## src/rtl/fifo_rd_ctrl.sv

```systemverilog
// Read-side controller of an async FIFO: binary/Gray read pointer, memory read
// address, and empty / almost-empty / level / sticky-underflow status from the synced write pointer.
module fifo_rd_ctrl #(
    parameter int MEM_DEPTH  = 8,
    parameter int PTR_SIZE   = $clog2(MEM_DEPTH) + 1,
    parameter int ADDR_WIDTH = $clog2(MEM_DEPTH),
    parameter int AEMPTY_LVL = 2
) (
    input  logic                  R_CLK,
    input  logic                  R_RST_n,
    input  logic                  R_INC,
    input  logic [PTR_SIZE-1:0]   RQ2_W_PTR,
    output logic                  R_EMPTY,
    output logic                  R_AEMPTY,
    output logic [PTR_SIZE-1:0]   R_LEVEL,
    output logic                  R_UNDERFLOW,
    output logic [PTR_SIZE-1:0]   R_PTR,
    output logic [ADDR_WIDTH-1:0] R_ADDR
);

    localparam logic [PTR_SIZE-1:0] AEMPTY_THR = PTR_SIZE'(AEMPTY_LVL);

    function automatic logic [PTR_SIZE-1:0] bin2gray(input logic [PTR_SIZE-1:0] b);
        return b ^ (b >> 1);
    endfunction

    function automatic logic [PTR_SIZE-1:0] gray2bin(input logic [PTR_SIZE-1:0] g);
        logic [PTR_SIZE-1:0] b;
        b[PTR_SIZE-1] = g[PTR_SIZE-1];
        for (int i = PTR_SIZE - 2; i >= 0; i--) begin
            b[i] = b[i+1] ^ g[i];
        end
        return b;
    endfunction

    logic [PTR_SIZE-1:0] r_bin;
    logic [PTR_SIZE-1:0] r_ptr;
    logic [PTR_SIZE-1:0] r_level;
    logic                r_empty;
    logic                r_aempty;
    logic                r_underflow;

    logic                w_pop;
    logic                w_underrun;
    logic [PTR_SIZE-1:0] w_bin_nxt;
    logic [PTR_SIZE-1:0] w_gray_nxt;
    logic [PTR_SIZE-1:0] w_wbin;
    logic [PTR_SIZE-1:0] w_level_nxt;

    // Pops are gated by the registered empty flag, which is pessimistic by design.
    assign w_pop       = R_INC & ~r_empty;
    assign w_underrun  = R_INC &  r_empty;
    assign w_bin_nxt   = r_bin + {{(PTR_SIZE-1){1'b0}}, w_pop};
    assign w_gray_nxt  = bin2gray(w_bin_nxt);
    assign w_wbin      = gray2bin(RQ2_W_PTR);
    assign w_level_nxt = w_wbin - w_bin_nxt;

    always_ff @(posedge R_CLK) begin
        if (!R_RST_n) begin
            r_bin       <= '0;
            r_ptr       <= '0;
            r_level     <= '0;
            r_empty     <= 1'b1;
            r_aempty    <= 1'b1;
            r_underflow <= 1'b0;
        end else begin
            r_bin       <= w_bin_nxt;
            r_ptr       <= w_gray_nxt;
            r_level     <= w_level_nxt;
            r_empty     <= (w_gray_nxt == RQ2_W_PTR);
            r_aempty    <= (w_level_nxt <= AEMPTY_THR);
            r_underflow <= r_underflow | w_underrun;
        end
    end

    // Asynchronous memory read: the head entry is addressed straight from the binary pointer.
    assign R_ADDR      = r_bin[ADDR_WIDTH-1:0];
    assign R_PTR       = r_ptr;
    assign R_LEVEL     = r_level;
    assign R_EMPTY     = r_empty;
    assign R_AEMPTY    = r_aempty;
    assign R_UNDERFLOW = r_underflow;

endmodule

```

## config.mk

```make
export PLATFORM = sky130hd
export DESIGN_NAME = fifo_rd_ctrl
export DESIGN_NICKNAME = d
export VERILOG_FILES = /design/src/rtl/fifo_rd_ctrl.sv
export SDC_FILE = /design/constraint.sdc
export NUM_CORES = 1
export LEC_CHECK = 0
export BUFFER_PORTS_ARGS = -buffer_cell sky130_fd_sc_hd__buf_2
export CAP_MARGIN = 20
export CORE_MARGIN = 8
export CORE_UTILIZATION = 30
export CTS_CLUSTER_DIAMETER = 120
export DETAILED_ROUTE_END_ITERATION = 10
export HOLD_SLACK_MARGIN = 0.1
export SYNTH_ARGS = -nofsm -noshare
export SYNTH_HDL_FRONTEND = slang
export SYNTH_SLANG_ARGS = --single-unit
```

## constraint.sdc

```tcl
create_clock -name R_CLK -period 3.84 [get_ports R_CLK]
set_clock_uncertainty 0.05 [all_clocks]
set_input_delay 0.192 -clock R_CLK [delete_from_list [all_inputs] [get_ports R_CLK]]
set_output_delay 0.192 -clock R_CLK [all_outputs]
set_load 0.05 [all_outputs]
```

[Yosys cells after proc, flatten, opt, wreduce, memory -nomap -nowiden]
Index checks and enable logic that the tools add are counted.
W data, S select, Z words.
Word-level totals
  bits in read-only memories: 0
  bits in registers: 15
  memories kept: 0
  output and inout port bits: 14
  input port bits: 7
  RAM bits: 0
  bits in latches: 0
Operators by class
  reduce and logical (&&, ||, !) cells: 0
  magnitude comparators: 1
  shift operators: 0
  add/subtract/negate cells: 2
  $mul: 0
  bitwise logic cells: 8
  multiplexer cells: 0
  div/mod/pow operators: 0
  eq/ne operators: 1
Operator list (number)
  $add A4 B1 Y4: 1
  $eq A4 B4 Y1: 1
  $le A4 B2 Y1 const B: 1
  $sub A4 B4 Y4: 1
  $xor A4 B3 Y4: 1
  $xor A1 B1 Y1: 3
  $and A1 B1 Y1: 2
  $not A1 Y1: 1
  $or A1 B1 Y1: 1

[Logic depth before layout (Yosys ltp)]
  word-level depth: 5
  gate-level depth with buffers: 10
  depth with buffers taken out: 10

[Worst setup path before layout]
No wires, ideal clock.
  path type: flip-flop to flip-flop
  from: reg r_empty (netlist: R_EMPTY)
  to: reg r_aempty (netlist: R_AEMPTY)
  stages on the path, launching flop included: 11
  slack: 0.982 ns
  buffers on the path: 0
  arrival time: 2.729 ns
  period minus slack after synthesis: 2.858 ns
  path through: dfxtp_1 > nor2b_1 > ha_1 > ha_1 > inv_1 > ha_1 > nor2b_1 > nor3_2 > o311ai_1 > mux2_4 > a211oi_2
Between the ends
  cells in the longest elaborated chain, start to end: 5
Ends and longest elaborated chain
  from (decl): line 39  | logic r_empty;
  from (signal assigned): line 70  | r_empty <= (w_gray_nxt == RQ2_W_PTR);
  $not A1 Y1: line 51  | assign w_pop = R_INC & ~r_empty;
  $and A1 B1 Y1: line 51
  $add A4 B1 Y4: line 53  | assign w_bin_nxt = r_bin + {{(PTR_SIZE-1){1'b0}}, w_pop};
  named net w_bin_nxt[1]: line 45  | logic [PTR_SIZE-1:0] w_bin_nxt;
  $sub A4 B4 Y4: line 56  | assign w_level_nxt = w_wbin - w_bin_nxt;
  $le A4 B2 Y1: line 71  | r_aempty <= (w_level_nxt <= AEMPTY_THR);
  to (signal assigned): line 71
  to (decl): line 40  | logic r_aempty;
The timed path passes the listed nets, and every way through them passes these cells.
A chain may end at the register's enable or synchronous reset.

[Worst setup path after layout]
Ends and elaborated chain as after synthesis.

==> results.json <==
{
  "outcome": "finished, final reports clean",
  "startpoint_type": "register",
  "worst_path_depth": 10,
  "synth_commonest_cells": "dfxtp_1, nor2b_1",
  "cts_tree": "yes",
  "synthMostInstantiatedCell": "dfxtp_1",
  "grt_pass1_vias": 544,
  "grt_antenna_before_repair": 0,
  "place.detailed.hpwl_um": 1170,
  "syn_inst": 72,
  "ys_warn_count": 0,
  "number_of_synthesized_flops_with_an_enable_pin": 0,
  "mappedNetlistArea_sq_um": 711,
  "element_type_at_the_critical_path_end": "register",
  "post_drt_wl_per_cell_um": 11.8,
  "grt_setup_unrepaired": "no",
  "min_delay_worst_type": "in -> reg",
  "setup_slack_on_the_worst_flop_to_flop_path_ns": 1.04,
  "max-vdd-ir-drop_mv": 0.172,
  "layout-area-overhead-vs-synth_pct": 21.7,
  "min_period_ns": 2.80,
  "cts_hold_repair.buffers": 0,
  "critPathSlowestCell": "ha_1",
  "ff_latch_area_sq_um": 280,
  "timing_hold_violations_final": 0,
  "place.port_buffers": 20,
  "clock.fmax_ghz": 0.357,
  "antennaDiodeCount": 0,
  "seq_area_frac_synth_pct": 39.4,
  "timing.critical_path.mode_cell": "ha_1",
  "synth_largest_type_area_fraction_pct": 39.4,
  "relSlewSlack_pct": 67.3,
  "synthDistinctLibCells": 24,
  "netlist.top_cell.by_area": "dfxtp_1",
  "die_y_um": 64.7,
  "postLayoutCellArea_sq_um": 865,
  "cpPeakStageDelay_ns": 0.44,
  "routed_via_density": 4.31,
  "design.final.nets": 108,
  "crit_end": "R_AEMPTY",
  "clock_tree.root_cell": "clkbuf_4",
  "cellPowerDensity_mw_per_mm2": 448,
  "timing.critical_path.cells": "nor2b_1, ha_1, ha_1, inv_1, ha_1, nor2b_1, nor3_2, o311ai_1, mux2_4, a211oi_2",
  "cpLargestDelayFamily": "adder cells",
  "maxCapViolations": 0,
  "startpoint_of_the_worst_setup_timing_path": "R_EMPTY",
  "first_iter_violations": 3,
  "post_synth_main_area_contributors": "dfxtp_1, xnor2_1, xor2_1",
  "timing.final.max_slew_violations": 0,
  "reg2reg_from": "R_EMPTY",
  "timing.final.setup_violations": 0,
  "finalSetupTns_ns": 0,
  "totalWireLength_um": 1440,
  "reg_to_reg_critical_path_endpoint": "R_AEMPTY",
  "synthArstFlopShare_pct": 0,
  "row_count": 17,
  "post_cts.resized_instances": 0,
  "tritoncts_num_sinks": 14,
  "die_w_um": 64.7,
  "tightestPinTransition_ns": 0.489,
  "globalplace.congestion": 0.786,
  "total_leakage_power_nw": 0.423,
  "totalPowerFinal_mw": 0.388,
  "cts_setup_buffers": 0,
  "drive_above_1_share_pct": 28.7,
  "syn-num-nets": 84,
  "critical_path.n_buffers_inverters": 1,
  "crit_fanout": 7,
  "clkLatencyLatePin_ns": 0.27,
  "clk_path_buf_depth": 2,
  "post-route-period-util_pct": 72.9,
  "grt_start_max_net_pins": 14,
  "multi_input_comb_area_sq_um": 404,
  "post_synthesis_mean_instance_area_sq_um": 9.87,
  "cts_htree_levels": 1,
  "worstPathRequired_ns": 3.98,
  "initial_utilization_pct": 31.8,
  "synth_top_flop_cell": "dfxtp_1",
  "remaining_drc_errors": 0,
  "gr-usage-all-layers_pct": 7.46,
  "worstPathArrival_ns": 2.95,
  "io_pins": 21,
  "vias": 526,
  "die-area_sq_mm": 0.00418,
  "worstRegToRegCells": 10,
  "worst_setup_hold_path_clk_slew_ns": 0.07,
  "route.antenna.remaining_nets": 0,
  "cts_buffers": 3,
  "fillerInstances": 246,
  "placement.cell_area_sq_um": 842,
  "ys_seq_elements": 14,
  "wire_length_of_the_first_global_routing_pass_um": 2420,
  "min_delay_path_depth": 3,
  "grt_overflow": 0,
  "dr.pass1.iters": 3,
  "path_class": "reg -> reg",
  "fp.coreArea_sq_mm": 0.00223
}
[cell families after synthesis]
| logic type | after synthesis | synth area share, % |
|---|---|---|
| adder cells (fa/ha/maj) | 5 | 9.86 |
| AO/OA/AOI/OAI | 6 | 6.16 |
| AND/OR/NAND/NOR | 26 | 21.7 |
| buffers and inverters | 7 | 3.70 |
| XOR/XNOR | 13 | 17.1 |
| flip-flops | 14 | 39.4 |
| multiplexers | 1 | 2.11 |
[routing by layer]
metal  GRT usage, %  part of all wire (%)  vias to the layer above
met4           7.36                   4.0                        0
met3           3.09                   8.1                        5
met5              0                     0                        -
met2           10.8                    43                       16
met1           7.93                    44                      228
li1               -                     -                      277
[worst min-delay path, cell delays in order]
cell	delay [ns]
buf_2	0.08
a21oi_1	0.05
nor2b_1	0.10
[power breakdown]
| group | switching [mW] | leakage [nW] | internal, mW |
|---|---|---|---|
| sequential | 0.00393 | 0.115 | 0.160 |
| clock | 0.0415 | 0.0138 | 0.0363 |
| combinational | 0.100 | 0.294 | 0.0455 |
| total | 0.145 | 0.423 | 0.242 |
[state kept, by name (all words and copies together), names as in the netlist]
| signal | count |
|---|---|
| R_LEVEL | 4 |
| R_EMPTY | 1 |
| R_UNDERFLOW | 1 |
| R_AEMPTY | 1 |
| R_PTR | 3 |
| r_bin | 4 |
[placed cells by master, fill, tap and decap left out]
| master | instances |
|---|---|
| fa_1 | 1 |
| nand2b_1 | 1 |
| nand4_1 | 1 |
| nor2_1 | 1 |
| xnor2_1 | 6 |
| nand3_1 | 2 |
| inv_1 | 6 |
| nand2_1 | 2 |
| and2_1 | 6 |
| buf_2 | 20 |
| xor2_1 | 6 |
| nor3_1 | 2 |
| a21oi_1 | 2 |
| o211ai_1 | 1 |
| ha_1 | 4 |
| xnor2_2 | 1 |
| and3_1 | 2 |
| mux2_4 | 1 |
| o311ai_1 | 1 |
| nor3_2 | 1 |
| dfxtp_1 | 14 |
| nor2b_1 | 8 |
| a211oi_2 | 1 |
| clkbuf_4 | 3 |
| o21ai_0 | 1 |
[worst min-delay path by stage]
| stage | from | endpoint | slack, ns |
|---|---|---|---|
| 2_1_floorplan | R_INC | R_UNDERFLOW | 0.30 |
| 3_3_place_gp | R_INC | R_UNDERFLOW | 0.40 |
| 3_5_place_dp | R_INC | R_UNDERFLOW | 0.43 |
| 4_1_cts | R_INC | R_UNDERFLOW | 0.14 |
| 5_1_grt | R_INC | R_UNDERFLOW | 0.17 |
| 6_report | R_INC | R_UNDERFLOW | 0.14 |
[per-stage QoR]
| stage | setup WS [ns] | util, % | hold slack (ns) | std cells |
|---|---|---|---|---|
| 2_1_floorplan | 0.982 | - | 0.305 | 72 |
| 3_3_place_gp | 1.13 | 37.7 | 0.400 | 119 |
| 3_5_place_dp | 1.03 | 37.7 | 0.433 | 119 |
| 4_1_cts | 1.06 | 38.7 | 0.142 | 122 |
| 5_1_grt | 0.896 | 38.7 | 0.166 | 122 |
| 6_report | 1.04 | 38.7 | 0.137 | 122 |
[layout make-up]
class                      count  share of cell area (%)
timing repair buffer          20                    11.6
clock buffer                   3                    2.60
sequential                    14                    32.4
inverter                       6                    2.60
tap                           28                    4.05
multi-input combinational     51                    46.7
Note: power is estimated with default switching activity, not from simulation.
